## src/rtl/ram_param_2r1w_valid_if.sv

```systemverilog
// Bus bundle for ram_param_2r1w_valid: flush, one write port and two read ports.
interface ram_param_2r1w_valid_if #(
  parameter int unsigned WIDTH = 7,
  parameter int unsigned DEPTH = 3
);
  localparam int unsigned ADDR_W = (DEPTH > 2) ? $clog2(DEPTH) : 1;

  logic              flush;
  logic              W0_en;
  logic [ADDR_W-1:0] W0_addr;
  logic [WIDTH-1:0]  W0_data;
  logic              R0_en;
  logic [ADDR_W-1:0] R0_addr;
  logic [WIDTH-1:0]  R0_data;
  logic              R0_valid;
  logic              R1_en;
  logic [ADDR_W-1:0] R1_addr;
  logic [WIDTH-1:0]  R1_data;
  logic              R1_valid;

  modport master (
    output flush, W0_en, W0_addr, W0_data,
    output R0_en, R0_addr, R1_en, R1_addr,
    input  R0_data, R0_valid, R1_data, R1_valid
  );

  modport slave (
    input  flush, W0_en, W0_addr, W0_data,
    input  R0_en, R0_addr, R1_en, R1_addr,
    output R0_data, R0_valid, R1_data, R1_valid
  );
endinterface

```

## src/rtl/ram_param_2r1w_valid.sv

```systemverilog
// 2-read/1-write register-file RAM with per-entry valid bits, bulk flush,
// selectable read latency and write-to-read bypass; gated reads never return X.
module ram_param_2r1w_valid #(
  parameter int unsigned WIDTH        = 7,
  parameter int unsigned DEPTH        = 3,
  parameter int unsigned READ_LATENCY = 0,
  parameter int unsigned BYPASS       = 1
) (
  input logic                    clock,
  input logic                    reset_n,
  ram_param_2r1w_valid_if.slave  bus
);
  localparam int unsigned ADDR_W = (DEPTH > 2) ? $clog2(DEPTH) : 1;
  localparam logic [ADDR_W:0] DEPTH_C = (ADDR_W + 1)'(DEPTH);

  logic [WIDTH-1:0]  mem_q [DEPTH];
  logic [DEPTH-1:0]  valid_q;
  logic [DEPTH-1:0]  valid_d;
  logic              wr_ok;

  logic              rd_en      [2];
  logic [ADDR_W-1:0] rd_addr    [2];
  logic [WIDTH-1:0]  rd_data_d  [2];
  logic              rd_valid_d [2];

  assign wr_ok = bus.W0_en && ({1'b0, bus.W0_addr} < DEPTH_C);

  // Flush clears first, then the write re-validates its own entry.
  always_comb begin
    valid_d = valid_q;
    if (bus.flush) valid_d = '0;
    if (wr_ok)     valid_d[bus.W0_addr] = 1'b1;
  end

  always_ff @(posedge clock or negedge reset_n) begin
    if (!reset_n) valid_q <= '0;
    else          valid_q <= valid_d;
  end

  // Data array has no reset; a write landing during reset stays hidden
  // because its valid bit is held clear.
  always_ff @(posedge clock) begin
    if (wr_ok) mem_q[bus.W0_addr] <= bus.W0_data;
  end

  assign rd_en[0]   = bus.R0_en;
  assign rd_en[1]   = bus.R1_en;
  assign rd_addr[0] = bus.R0_addr;
  assign rd_addr[1] = bus.R1_addr;

  always_comb begin
    for (int unsigned p = 0; p < 2; p++) begin
      rd_data_d[p]  = '0;
      rd_valid_d[p] = 1'b0;
      if (rd_en[p] && ({1'b0, rd_addr[p]} < DEPTH_C)) begin
        if ((BYPASS != 0) && wr_ok && (bus.W0_addr == rd_addr[p])) begin
          rd_data_d[p]  = bus.W0_data;
          rd_valid_d[p] = 1'b1;
        end else if (valid_q[rd_addr[p]]) begin
          rd_data_d[p]  = mem_q[rd_addr[p]];
          rd_valid_d[p] = 1'b1;
        end
      end
    end
  end

  if (READ_LATENCY == 0) begin : g_comb
    assign bus.R0_data  = rd_data_d[0];
    assign bus.R0_valid = rd_valid_d[0];
    assign bus.R1_data  = rd_data_d[1];
    assign bus.R1_valid = rd_valid_d[1];
  end else if (READ_LATENCY == 1) begin : g_reg
    logic [WIDTH-1:0] rd_data_q  [2];
    logic             rd_valid_q [2];

    always_ff @(posedge clock or negedge reset_n) begin
      if (!reset_n) begin
        for (int unsigned p = 0; p < 2; p++) begin
          rd_data_q[p]  <= '0;
          rd_valid_q[p] <= 1'b0;
        end
      end else begin
        for (int unsigned p = 0; p < 2; p++) begin
          rd_data_q[p]  <= rd_data_d[p];
          rd_valid_q[p] <= rd_valid_d[p];
        end
      end
    end

    assign bus.R0_data  = rd_data_q[0];
    assign bus.R0_valid = rd_valid_q[0];
    assign bus.R1_data  = rd_data_q[1];
    assign bus.R1_valid = rd_valid_q[1];
  end else begin : g_bad_latency
    $error("ram_param_2r1w_valid: READ_LATENCY must be 0 or 1");
  end

endmodule

```

## src/flat_wrapper.sv

```systemverilog
// flat-port wrapper written by rule: the top's interface ports become plain ports
module ram_param_2r1w_valid_flat 
#(
  parameter int unsigned WIDTH        = 7,
  parameter int unsigned DEPTH        = 3,
  parameter int unsigned READ_LATENCY = 0,
  parameter int unsigned BYPASS       = 1
)
  (clock, reset_n, bus_flush, bus_W0_en, bus_W0_addr, bus_W0_data, bus_R0_en, bus_R0_addr, bus_R1_en, bus_R1_addr, bus_R0_data, bus_R0_valid, bus_R1_data, bus_R1_valid);
  ram_param_2r1w_valid_if #(.WIDTH(WIDTH), .DEPTH(DEPTH)) bus_i ();
  input logic clock;
  input logic reset_n;
  input wire logic [$bits(bus_i.flush)-1:0] bus_flush;
  input wire logic [$bits(bus_i.W0_en)-1:0] bus_W0_en;
  input wire logic [$bits(bus_i.W0_addr)-1:0] bus_W0_addr;
  input wire logic [$bits(bus_i.W0_data)-1:0] bus_W0_data;
  input wire logic [$bits(bus_i.R0_en)-1:0] bus_R0_en;
  input wire logic [$bits(bus_i.R0_addr)-1:0] bus_R0_addr;
  input wire logic [$bits(bus_i.R1_en)-1:0] bus_R1_en;
  input wire logic [$bits(bus_i.R1_addr)-1:0] bus_R1_addr;
  output wire logic [$bits(bus_i.R0_data)-1:0] bus_R0_data;
  output wire logic [$bits(bus_i.R0_valid)-1:0] bus_R0_valid;
  output wire logic [$bits(bus_i.R1_data)-1:0] bus_R1_data;
  output wire logic [$bits(bus_i.R1_valid)-1:0] bus_R1_valid;
  assign bus_i.flush = bus_flush;
  assign bus_i.W0_en = bus_W0_en;
  assign bus_i.W0_addr = bus_W0_addr;
  assign bus_i.W0_data = bus_W0_data;
  assign bus_i.R0_en = bus_R0_en;
  assign bus_i.R0_addr = bus_R0_addr;
  assign bus_i.R1_en = bus_R1_en;
  assign bus_i.R1_addr = bus_R1_addr;
  assign bus_R0_data = bus_i.R0_data;
  assign bus_R0_valid = bus_i.R0_valid;
  assign bus_R1_data = bus_i.R1_data;
  assign bus_R1_valid = bus_i.R1_valid;
  ram_param_2r1w_valid #(.WIDTH(WIDTH), .DEPTH(DEPTH), .READ_LATENCY(READ_LATENCY), .BYPASS(BYPASS)) u_core (.clock(clock), .reset_n(reset_n), .bus(bus_i));
endmodule
```

## config.mk

```make
export PLATFORM = sky130hd
export DESIGN_NAME = ram_param_2r1w_valid_flat
export DESIGN_NICKNAME = d
export VERILOG_FILES = /design/src/rtl/ram_param_2r1w_valid_if.sv /design/src/rtl/ram_param_2r1w_valid.sv /design/src/flat_wrapper.sv
export SDC_FILE = /design/constraint.sdc
export NUM_CORES = 1
export LEC_CHECK = 0
export CAP_MARGIN = 20
export CORE_MARGIN = 5
export CORE_UTILIZATION = 53
export CTS_CLUSTER_DIAMETER = 100
export DETAILED_ROUTE_END_ITERATION = 8
export GPL_TIMING_DRIVEN = 0
export HOLD_SLACK_MARGIN = 0.08
export PLACE_DENSITY = 0.82
export SLEW_MARGIN = 20
export SYNTH_ARGS = -nofsm -noshare
export SYNTH_HDL_FRONTEND = slang
export SYNTH_SLANG_ARGS = --single-unit
export TNS_END_PERCENT = 5
```

## constraint.sdc

```tcl
create_clock -name clock -period 2.8 [get_ports clock]
set_input_delay 0.7 -clock clock [delete_from_list [all_inputs] [get_ports clock]]
set_output_delay 0.7 -clock clock [all_outputs]
set_load 0.005 [all_outputs]
```

==> results.sh, run 1 <==
export IMPL_status="complete, no violations"
export IMPL_ir_drop_mv=0.400
export IMPL_synth_nets=157
export IMPL_yosys_area_top_type="edfxtp_1"
export IMPL_grt_pass1_wl_um=6960
export IMPL_synth_area_leaders="edfxtp_1 43%, mux2i_1 11%, o32ai_1 7.2%"
export IMPL_yosys_register_bits=24
export IMPL_die_x_um=62.3
export IMPL_grt_antenna_before_repair=0
export IMPL_grt_max_degree=14
export IMPL_fin_cells=215
export IMPL_critPathSlowestCell="clkdlybuf4s50_1"
export IMPL_pwr_density_cell_nw_per_um2=384
export IMPL_dr_pass1_iters=4
export IMPL_required_ns=2.10
export IMPL_numCtsBuffers=3
export IMPL_hpwl_um=2670
export IMPL_r2r_end="u_core.valid_q[1]$_DFF_PN0_"
export IMPL_layout_drive_gt1_share_pct=33.2
export IMPL_final_common_cell="edfxtp_1"
export IMPL_drt_iter0_markers=111
export IMPL_dr_total_vias=1338
export IMPL_hold_viol_final=0
export IMPL_wl_um=4360
export IMPL_end_kind="primary output"
export IMPL_crit_fanout=7
export IMPL_final_max_slew_viol_count=0
export IMPL_antenna_left=0
export IMPL_leakage_nw=0.809
export IMPL_cts_tree="done"
export IMPL_grt_overflow_total=0
export IMPL_cts_clk_slew_worst_paths_ns=0.14
export IMPL_fin_util_pct=76.6
export IMPL_crit_chain="clkbuf_2 -> nor2b_4 -> a32oi_4 -> buf_6 -> a21oi_1 -> clkdlybuf4s50_1"
export IMPL_period_share_pct=99.1
export IMPL_drt_vias_per_instance=6.22
export IMPL_crit_buf_inv=3
export IMPL_synth_warnings=0
export IMPL_syn_instance_count=138
export IMPL_period_minus_slack_ns=2.77
export IMPL_rsz0062_at_grt="true"
export IMPL_track_usage_pct=22.2
export IMPL_area_growth_synth_to_final_pct=41.8
export IMPL_drv_cap=0
export IMPL_cts_htree_levels=1
export IMPL_yosys_cell_types_count=25
export IMPL_max_stage_delay_ns=0.53
export IMPL_syn_area_um2=1450
export IMPL_num_io_pins=35
export IMPL_clk_insertion_delay_late_ns=0.33
export IMPL_core_area_um2=2690
export IMPL_io_buffers=32
export IMPL_path_delay_family="buffers and inverters"
export IMPL_cts_root_buf="clkbuf_4"
export IMPL_power_mw=0.790
export IMPL_rr_worst_depth=1
export IMPL_final_cell_mix="21 x edfxtp_1, 19 x nand2_1, 16 x mux2i_1, 14 x a21oi_1"
export IMPL_fin_area_um2=2060
export IMPL_row_count=19
export IMPL_critPathLaunchType="input port"
export IMPL_reg2reg_setup_slack_ns=2.11
export IMPL_worstMarginPinSlew_ns=0.749
export IMPL_crit_arrival_ns=2.07
export IMPL_start_util_pct=54.0
export IMPL_drt_wirelength_per_cell_um=20.3
export IMPL_drc=0
export IMPL_placedCellCount=201
export IMPL_synth_seq_area_share_pct=48.6
export IMPL_die_area_um2=3890
export IMPL_clockBufferDepth=2
export IMPL_cts_sinks=24
export IMPL_fp_dieH_um=62.3
export IMPL_avgSynthCellArea_um2=10.5
export IMPL_slew_headroom_pct=49.8
export IMPL_nNetsFinal=204
export IMPL_place_area_um2=1820
export IMPL_reg2reg_from="u_core.valid_q[1]$_DFF_PN0_"
export IMPL_finalSetupViolCount=0
export IMPL_hold_path_class="input port to asynchronous set/reset pin"
export IMPL_synth_top_area_share_pct=43.4
export IMPL_fmax_ghz=0.360
export IMPL_grt_pass1_vias=1433
export IMPL_num_antenna_cells=0
export IMPL_gp_congestion=0.773
export IMPL_crit_type="input port to primary output"
export IMPL_fin_worst_skew_ns=0
## power by group
part | switching, mW | internal [mW] | total (mW)
Sequential | 0.0100 | 0.409 | 0.419
Clock | 0.111 | 0.0525 | 0.163
Combinational | 0.115 | 0.0922 | 0.207
Total | 0.236 | 0.554 | 0.790
## layout make-up
type | instances | area, um^2
well taps | 31 | 38.8
multi-input cells | 103 | 870
inverters | 3 | 11.3
fillers | 180 | 628
flip-flops and latches | 24 | 706
clock buffers | 3 | 22.5
clock inverters | 1 | 3.75
plain buffers | 6 | 45.0
repair buffers | 44 | 362
## per-stage QoR
| stage | hold slack [ns] | TNS [ns] | setup WS (ns) |
|---|---|---|---|
| 5_1_grt | 0.532 | -0.137 | -0.0470 |
| 4_1_cts | 0.522 | -0.556 | -0.0965 |
| 6_report | 0.523 | 0 | 0.0251 |
| 3_3_place_gp | 0.485 | -12.06 | -0.855 |
| 3_5_place_dp | 0.491 | -12.51 | -0.908 |
| 2_1_floorplan | 0.404 | 0 | 0.358 |
## kinds of logic after synthesis
family                 Yosys count  synth area share (%)
buffers and inverters           11                  3.79
XOR/XNOR                         2                  1.21
flip-flops                      24                  48.6
AO/OA/AOI/OAI                   37                  18.7
AND/OR/NAND/NOR                 48                  16.6
multiplexers                    16                  11.0
## state kept, by name, indices dropped and copies added, names as in the netlist
register,flops
u_core.valid_q,3
u_core.mem_q,21
## Yosys cell counts, drive strengths merged
| cell type | n |
|---|---|
| nor3b | 4 |
| and2 | 3 |
| edfxtp | 21 |
| nor2 | 12 |
| o21ai | 6 |
| nand3b | 2 |
| mux2i | 16 |
| a32oi | 2 |
| and3b | 1 |
| buf | 5 |
| nand2 | 22 |
| nor2b | 2 |
| dfrtp | 3 |
| nand4 | 2 |
| inv | 3 |
| o32ai | 12 |
| a21o | 3 |
| clkbuf | 3 |
| xnor2 | 2 |
| a21oi | 14 |
## worst max-delay path by stage
stage,start,endpoint,slack [ns],cells past startpoint
global route,bus_R1_addr[1],bus_R1_data[6],-0.05,5
floorplan,bus_R1_addr[1],bus_R1_data[0],0.36,5
CTS,bus_W0_en,bus_R1_valid,-0.1,6
finish,bus_W0_addr[1],bus_R1_valid,0.03,6
global placement,bus_R1_addr[0],bus_R1_data[0],-0.86,6
detailed placement,bus_R1_addr[0],bus_R1_data[1],-0.91,6
## what timing repair did
item / CTS / global route
gates resized for setup: 74 / 24
pin swaps: 5 / 3
hold buffers: 0 / 0
hold endpoints to repair: 0 / 0
buffers inserted: 12 / 0
endpoints found under the setup margin: 16 / 16
## metal layers
layer / vias to the layer above / GRT usage [%] / wire, um
li1: 612 / - / -
met1: 647 / 26.3 / 1700
met2: 66 / 36.8 / 2250
met3: 13 / 4.86 / 276
met4: 0 / 12.5 / 133
met5: - / 0 / 0
Note: power is estimated with default switching activity, not from simulation.
==> run 2: changes to the inputs <==
--- a/config.mk
+++ b/config.mk
@@ -6,13 +6,15 @@
 export NUM_CORES = 1
 export LEC_CHECK = 0
 export CAP_MARGIN = 20
+export CELL_PAD_IN_SITES_DETAIL_PLACEMENT = 0
+export CELL_PAD_IN_SITES_GLOBAL_PLACEMENT = 1
 export CORE_MARGIN = 5
-export CORE_UTILIZATION = 53
+export CORE_UTILIZATION = 40
 export CTS_CLUSTER_DIAMETER = 100
 export DETAILED_ROUTE_END_ITERATION = 8
 export GPL_TIMING_DRIVEN = 0
 export HOLD_SLACK_MARGIN = 0.08
-export PLACE_DENSITY = 0.82
+export PLACE_DENSITY = 0.8
 export SLEW_MARGIN = 20
 export SYNTH_ARGS = -nofsm -noshare
 export SYNTH_HDL_FRONTEND = slang
==> run 2 against run 1 <==
- the run now ends with negative setup slack left
- sequential share of layout area down 0.95 points
- final area up 2.9%
- clock skew unchanged
- die area up 27%
- non-clock buffer count up 2
- combinational power about the same
- clock power down 3%
- power down 0.45%
- fmax down 1.4%
- largest cell class unchanged
==> results.sh, run 2 (synthesized netlist as in run 1, its figures left out) <==
export IMPL_status="finished, violations left"
export IMPL_violations="negative setup slack"
export IMPL_wl_um=4380
export IMPL_antenna_left=0
export IMPL_clk_insertion_delay_late_ns=0.30
export IMPL_fin_cells=232
export IMPL_drt_iter0_markers=92
export IMPL_fp_dieH_um=70.2
export IMPL_largest_reg_flops=21
export IMPL_rr_worst_depth=1
export IMPL_setup_tns_final_ns=-0.0368
export IMPL_min_to="u_core.valid_q[2]$_DFF_PN0_"
export IMPL_fin_worst_skew_ns=0
export IMPL_dr_total_vias=1312
export IMPL_end_kind="primary output"
export IMPL_worstMarginPinSlew_ns=0.478
export IMPL_slew_headroom_pct=68.2
export IMPL_num_io_pins=35
export IMPL_max_flop_register="u_core.mem_q"
export IMPL_r2r_end="u_core.valid_q[1]$_DFF_PN0_"
export IMPL_place_area_um2=1840
export IMPL_reg2reg_from="u_core.valid_q[1]$_DFF_PN0_"
export IMPL_cts_tree="done"
export IMPL_drv_cap=0
export IMPL_critPathLaunchType="input port"
export IMPL_die_area_um2=4930
export IMPL_grt_max_degree=14
export IMPL_grt_overflow_total=0
export IMPL_pwr_density_cell_nw_per_um2=372
export IMPL_leakage_nw=0.819
export IMPL_pwr_share_comb_pct=26.6
export IMPL_crit_fanout=7
export IMPL_row_count=21
export IMPL_drc=0
export IMPL_grt_antenna_before_repair=0
export IMPL_p_sw_mw=0.224
export IMPL_fin_ws_ns=-0.0147
export IMPL_reg2reg_setup_slack_ns=2.11
export IMPL_cts_sinks=24
export IMPL_start_util_pct=42.5
export IMPL_layout_drive_gt1_share_pct=35.5
export IMPL_fin_area_um2=2120
export IMPL_nNetsFinal=206
export IMPL_power_switching_share_pct=28.5
export IMPL_placedCellCount=217
export IMPL_numCtsBuffers=3
export IMPL_cts_clk_slew_worst_paths_ns=0.12
export IMPL_clockBufferDepth=2
export IMPL_min_from="u_core.valid_q[2]$_DFF_PN0_"
export IMPL_drt_wirelength_per_cell_um=18.9
export IMPL_finalSetupViolCount=4
export IMPL_period_share_pct=101
export IMPL_final_max_slew_viol_count=0
export IMPL_die_x_um=70.2
export IMPL_area_growth_synth_to_final_pct=45.9
export IMPL_fin_util_pct=62.0
export IMPL_rsz0062_at_grt="true"
export IMPL_grt_pass1_wl_um=7160
export IMPL_track_usage_pct=18.4
export IMPL_core_area_um2=3420
export IMPL_ir_drop_mv=0.265
export IMPL_dr_pass1_iters=4
export IMPL_crit_arrival_ns=2.11
export IMPL_io_buffers=32
export IMPL_fillers=297
export IMPL_clkPwrFrac_pct=20.1
export IMPL_reg_top3="u_core.mem_q: 21 flops, u_core.valid_q: 3 flops"
export IMPL_drt_vias_per_instance=5.66
export IMPL_period_minus_slack_ns=2.81
export IMPL_hold_path_class="register to register"
export IMPL_hpwl_um=2830
export IMPL_hold_viol_final=0
export IMPL_required_ns=2.10
export IMPL_cts_root_buf="clkbuf_4"
export IMPL_intPower_mw=0.562
export IMPL_gp_congestion=0.757
export IMPL_final_cell_mix="21 x edfxtp_1, 18 x nand2_1, 16 x mux2i_1, 14 x a21oi_1"
export IMPL_crit_type="input port to primary output"
export IMPL_num_antenna_cells=0
export IMPL_cts_htree_levels=1
export IMPL_seqPwrFrac_pct=53.3
export IMPL_worstHoldPathCells=1
export IMPL_final_common_cell="edfxtp_1"
export IMPL_fmax_ghz=0.355
export IMPL_grt_pass1_vias=1429
[run 2: area by class of cell]
| cell class | count | area, um^2 | share of cell area, % |
|---|---|---|---|
| multi-input cells | 103 | 855 | 40.4 |
| flip-flops and latches | 24 | 706 | 33.3 |
| repair buffers | 46 | 413 | 19.5 |
| well taps | 46 | 57.6 | 2.72 |
| plain buffers | 6 | 48.8 | 2.30 |
| clock buffers | 4 | 26.3 | 1.24 |
| inverters | 3 | 11.3 | 0.532 |
[run 2: how the worst max path moves through the flow]
stage,startpoint,cells past startpoint,slack (ns),to
finish,bus_W0_en,6,-0.01,bus_R1_valid
global route,bus_W0_en,6,-0.07,bus_R1_valid
CTS,bus_R0_addr[0],7,0.005,bus_R0_data[4]
detailed placement,bus_W0_addr[1],6,-0.93,bus_R0_data[6]
global placement,bus_R1_addr[0],6,-0.92,bus_R1_data[0]
floorplan,bus_R1_addr[1],5,0.36,bus_R1_data[0]
[run 2: power by group through the flow]
| stage | logic (mW) | registers, mW | clock network (mW) |
|---|---|---|---|
| 6_report | 0.209 | 0.419 | 0.158 |
| 5_1_grt | 0.225 | 0.421 | 0.176 |
| 4_1_cts | 0.208 | 0.418 | 0.159 |
| 3_5_place_dp | 0.167 | 0.427 | 0 |
| 3_3_place_gp | 0.162 | 0.425 | 0 |
| 2_1_floorplan | 0.0911 | 0.424 | 0 |
[run 2: repair_timing]
item | CTS | global route
hold buffers | 0 | 0
endpoints found under the setup margin | 16 | 15
gates resized for setup | 95 | 7
setup buffers | 13 | 0
gates cloned | 0 | 0
pin swaps | 4 | 4
[run 2: metrics by stage]
step	setup WS (ns)	hold WS [ns]	power [mW]
after floorplan	0.358	0.404	0.515
after global placement	-0.918	0.485	0.587
after detailed placement	-0.930	0.497	0.593
after CTS	0.00471	0.526	0.786
after global routing	-0.0656	0.546	0.822
final	-0.0147	0.521	0.787
[run 2: per-layer routing]
layer / global-route usage (%) / vias to the layer above / routed length [um]
li1: - / 616 / -
met4: 4.26 / 0 / 25
met1: 23.3 / 641 / 1790
met2: 31.6 / 51 / 2200
met5: 0 / - / 0
met3: 4.16 / 4 / 352
[run 2: critical path, cell delays in order]
cell             delay [ns]
clkdlybuf4s15_2        0.26
nor3b_4                0.24
a32oi_4                0.09
buf_6                  0.15
a21oi_1                0.15
clkdlybuf4s50_1        0.52
==> run 3: changes to the inputs <==
--- a/config.mk
+++ b/config.mk
@@ -5,16 +5,16 @@
 export SDC_FILE = /design/constraint.sdc
 export NUM_CORES = 1
 export LEC_CHECK = 0
-export CAP_MARGIN = 20
 export CELL_PAD_IN_SITES_DETAIL_PLACEMENT = 0
 export CELL_PAD_IN_SITES_GLOBAL_PLACEMENT = 1
 export CORE_MARGIN = 5
-export CORE_UTILIZATION = 40
+export CORE_UTILIZATION = 38
+export CTS_BUF_LIST = sky130_fd_sc_hd__clkbuf_16
 export CTS_CLUSTER_DIAMETER = 100
 export DETAILED_ROUTE_END_ITERATION = 8
 export GPL_TIMING_DRIVEN = 0
 export HOLD_SLACK_MARGIN = 0.08
-export PLACE_DENSITY = 0.8
+export PLACE_DENSITY = 0.77
 export SLEW_MARGIN = 20
 export SYNTH_ARGS = -nofsm -noshare
 export SYNTH_HDL_FRONTEND = slang
==> constraint.sdc (replaced) <==
create_clock -name clock -period 2.73 [get_ports clock]
set_input_delay 0.6825 -clock clock [delete_from_list [all_inputs] [get_ports clock]]
set_output_delay 0.6825 -clock clock [all_outputs]
set_load 0.005 [all_outputs]
==> run 3 against run 2 <==
- sequential share of layout area fell by 0.68 points
- critical endpoint unchanged
- sequential cell count did not move
- the flow now finishes without violations
- register-to-register slack got worse by 0.04 ns
==> results.sh, run 3 (synthesized netlist as in run 1, its figures left out) <==
export IMPL_grt_max_degree=14
export IMPL_core_area_um2=3690
export IMPL_finalSetupViolCount=0
export IMPL_rsz0062_at_grt="false"
export IMPL_drt_vias_per_instance=5.59
export IMPL_leakage_nw=0.857
export IMPL_row_count=22
export IMPL_hold_viol_final=0
export IMPL_final_cell_mix="21 x edfxtp_1, 18 x nand2_1, 16 x mux2i_1, 15 x buf_4, 14 x a21oi_1"
export IMPL_period_share_pct=98.4
export IMPL_fmax_ghz=0.372
export IMPL_io_buffers=32
export IMPL_clk_insertion_delay_late_ns=0.25
export IMPL_reg_top3="u_core.mem_q: 21 flops, u_core.valid_q: 3 flops"
export IMPL_worstMarginPinSlew_ns=0.535
export IMPL_num_antenna_cells=0
export IMPL_place_area_um2=1840
export IMPL_critPathLaunchType="input port"
export IMPL_fillers=344
export IMPL_pre_cts_ws_ns=-0.938
export IMPL_dr_total_vias=1325
export IMPL_fin_ws_ns=0.0448
export IMPL_die_area_um2=5160
export IMPL_grt_antenna_before_repair=0
export IMPL_clockBufferDepth=2
export IMPL_crit_path_frequent_cell="clkdlybuf4s50_1"
export IMPL_max_stage_delay_ns=0.54
export IMPL_required_ns=2.05
export IMPL_grt_overflow_total=0
export IMPL_hold_path_class="register to register"
export IMPL_grt_pass1_wl_um=6680
export IMPL_fp_dieH_um=71.8
export IMPL_rr_worst_depth=1
export IMPL_grt_pass1_vias=1284
export IMPL_cts_root_buf="clkbuf_16"
export IMPL_placedCellCount=219
export IMPL_numCtsBuffers=3
export IMPL_drt_iter0_markers=102
export IMPL_ir_drop_mv=0.379
export IMPL_ctsHoldBuffers=0
export IMPL_register_area_um2=706
export IMPL_slew_headroom_pct=64.3
export IMPL_fin_worst_skew_ns=0
export IMPL_path_delay_family="buffers and inverters"
export IMPL_wl_um=4310
export IMPL_nNetsFinal=209
export IMPL_drv_cap=0
export IMPL_hpwl_um=2750
export IMPL_dr_pass1_iters=4
export IMPL_drc=0
export IMPL_crit_chain="clkdlybuf4s50_1 -> nand2_4 -> a21oi_1 -> clkdlybuf4s50_1"
export IMPL_crit_arrival_ns=2.00
export IMPL_fin_area_um2=2160
export IMPL_multiInputGateArea_um2=866
export IMPL_track_usage_pct=17.1
export IMPL_max_flop_register="u_core.mem_q"
export IMPL_setup_tns_final_ns=0
export IMPL_cts_tree="done"
export IMPL_final_common_cell="edfxtp_1"
export IMPL_die_x_um=71.8
export IMPL_period_minus_slack_ns=2.69
export IMPL_fin_util_pct=58.6
export IMPL_power_mw=0.949
export IMPL_cts_htree_levels=1
export IMPL_cp_depth=4
export IMPL_start_util_pct=39.3
export IMPL_final_max_slew_viol_count=0
export IMPL_antenna_left=0
export IMPL_fin_cells=237
export IMPL_gp_congestion=0.810
export IMPL_area_growth_synth_to_final_pct=48.9
export IMPL_largest_reg_flops=21
export IMPL_drt_wirelength_per_cell_um=18.2
export IMPL_pwr_density_cell_nw_per_um2=439
export IMPL_hold_ws_ns=0.504
export IMPL_num_io_pins=35
export IMPL_critPathSlowestCell="clkdlybuf4s50_1"
export IMPL_crit_buf_inv=2
export IMPL_worstHoldPathCells=1
export IMPL_crit_fanout=7
export IMPL_status="complete, no violations"
export IMPL_end_kind="primary output"
export IMPL_layout_drive_gt1_share_pct=37.6
export IMPL_cts_clk_slew_worst_paths_ns=0.05
export IMPL_cts_sinks=24
export IMPL_crit_type="input port to primary output"
[run 3: path summary, 6_finish.rpt]
check | end | slack [ns] | from
max | bus_R1_valid | 0.04 | bus_R1_en
max in group asynchronous | u_core.valid_q[2]$_DFF_PN0_ | 1.97 | reset_n
min in group asynchronous | u_core.valid_q[1]$_DFF_PN0_ | 0.61 | reset_n
max reg2reg | u_core.valid_q[1]$_DFF_PN0_ | 2.07 | u_core.valid_q[1]$_DFF_PN0_
min reg2reg | u_core.valid_q[0]$_DFF_PN0_ | 0.50 | u_core.valid_q[0]$_DFF_PN0_
min | u_core.valid_q[0]$_DFF_PN0_ | 0.50 | u_core.valid_q[0]$_DFF_PN0_
[run 3: power by group]
group | internal (mW) | switching [mW]
registers | 0.421 | 0.00999
clock network | 0.195 | 0.109
logic | 0.0981 | 0.116
[run 3: metal layers]
| layer | routed length, um | global-route usage [%] | share of wire, % |
|---|---|---|---|
| met1 | 1670 | 21.0 | 39 |
| met2 | 2300 | 30.9 | 53 |
| met3 | 305 | 3.37 | 7.1 |
| met4 | 40 | 3.13 | 0.93 |
| met5 | 0 | 0 | 0 |
[run 3: what timing repair did]
item | 4_1_cts | 5_1_grt
buffers inserted | 15 | 1
gates resized for setup | 85 | 29
endpoints found under the setup margin | 16 | 14
pin swaps | 6 | 6
hold endpoints to repair | 0 | 0
[run 3: final cells by class]
class,count,area share (%)
timing repair buffer,49,18.0
tap,48,2.78
buffer,6,2.32
inverter,3,0.521
sequential,24,32.7
clock inverter,1,0.174
multi-input combinational,103,40.1
clock buffer,3,3.47
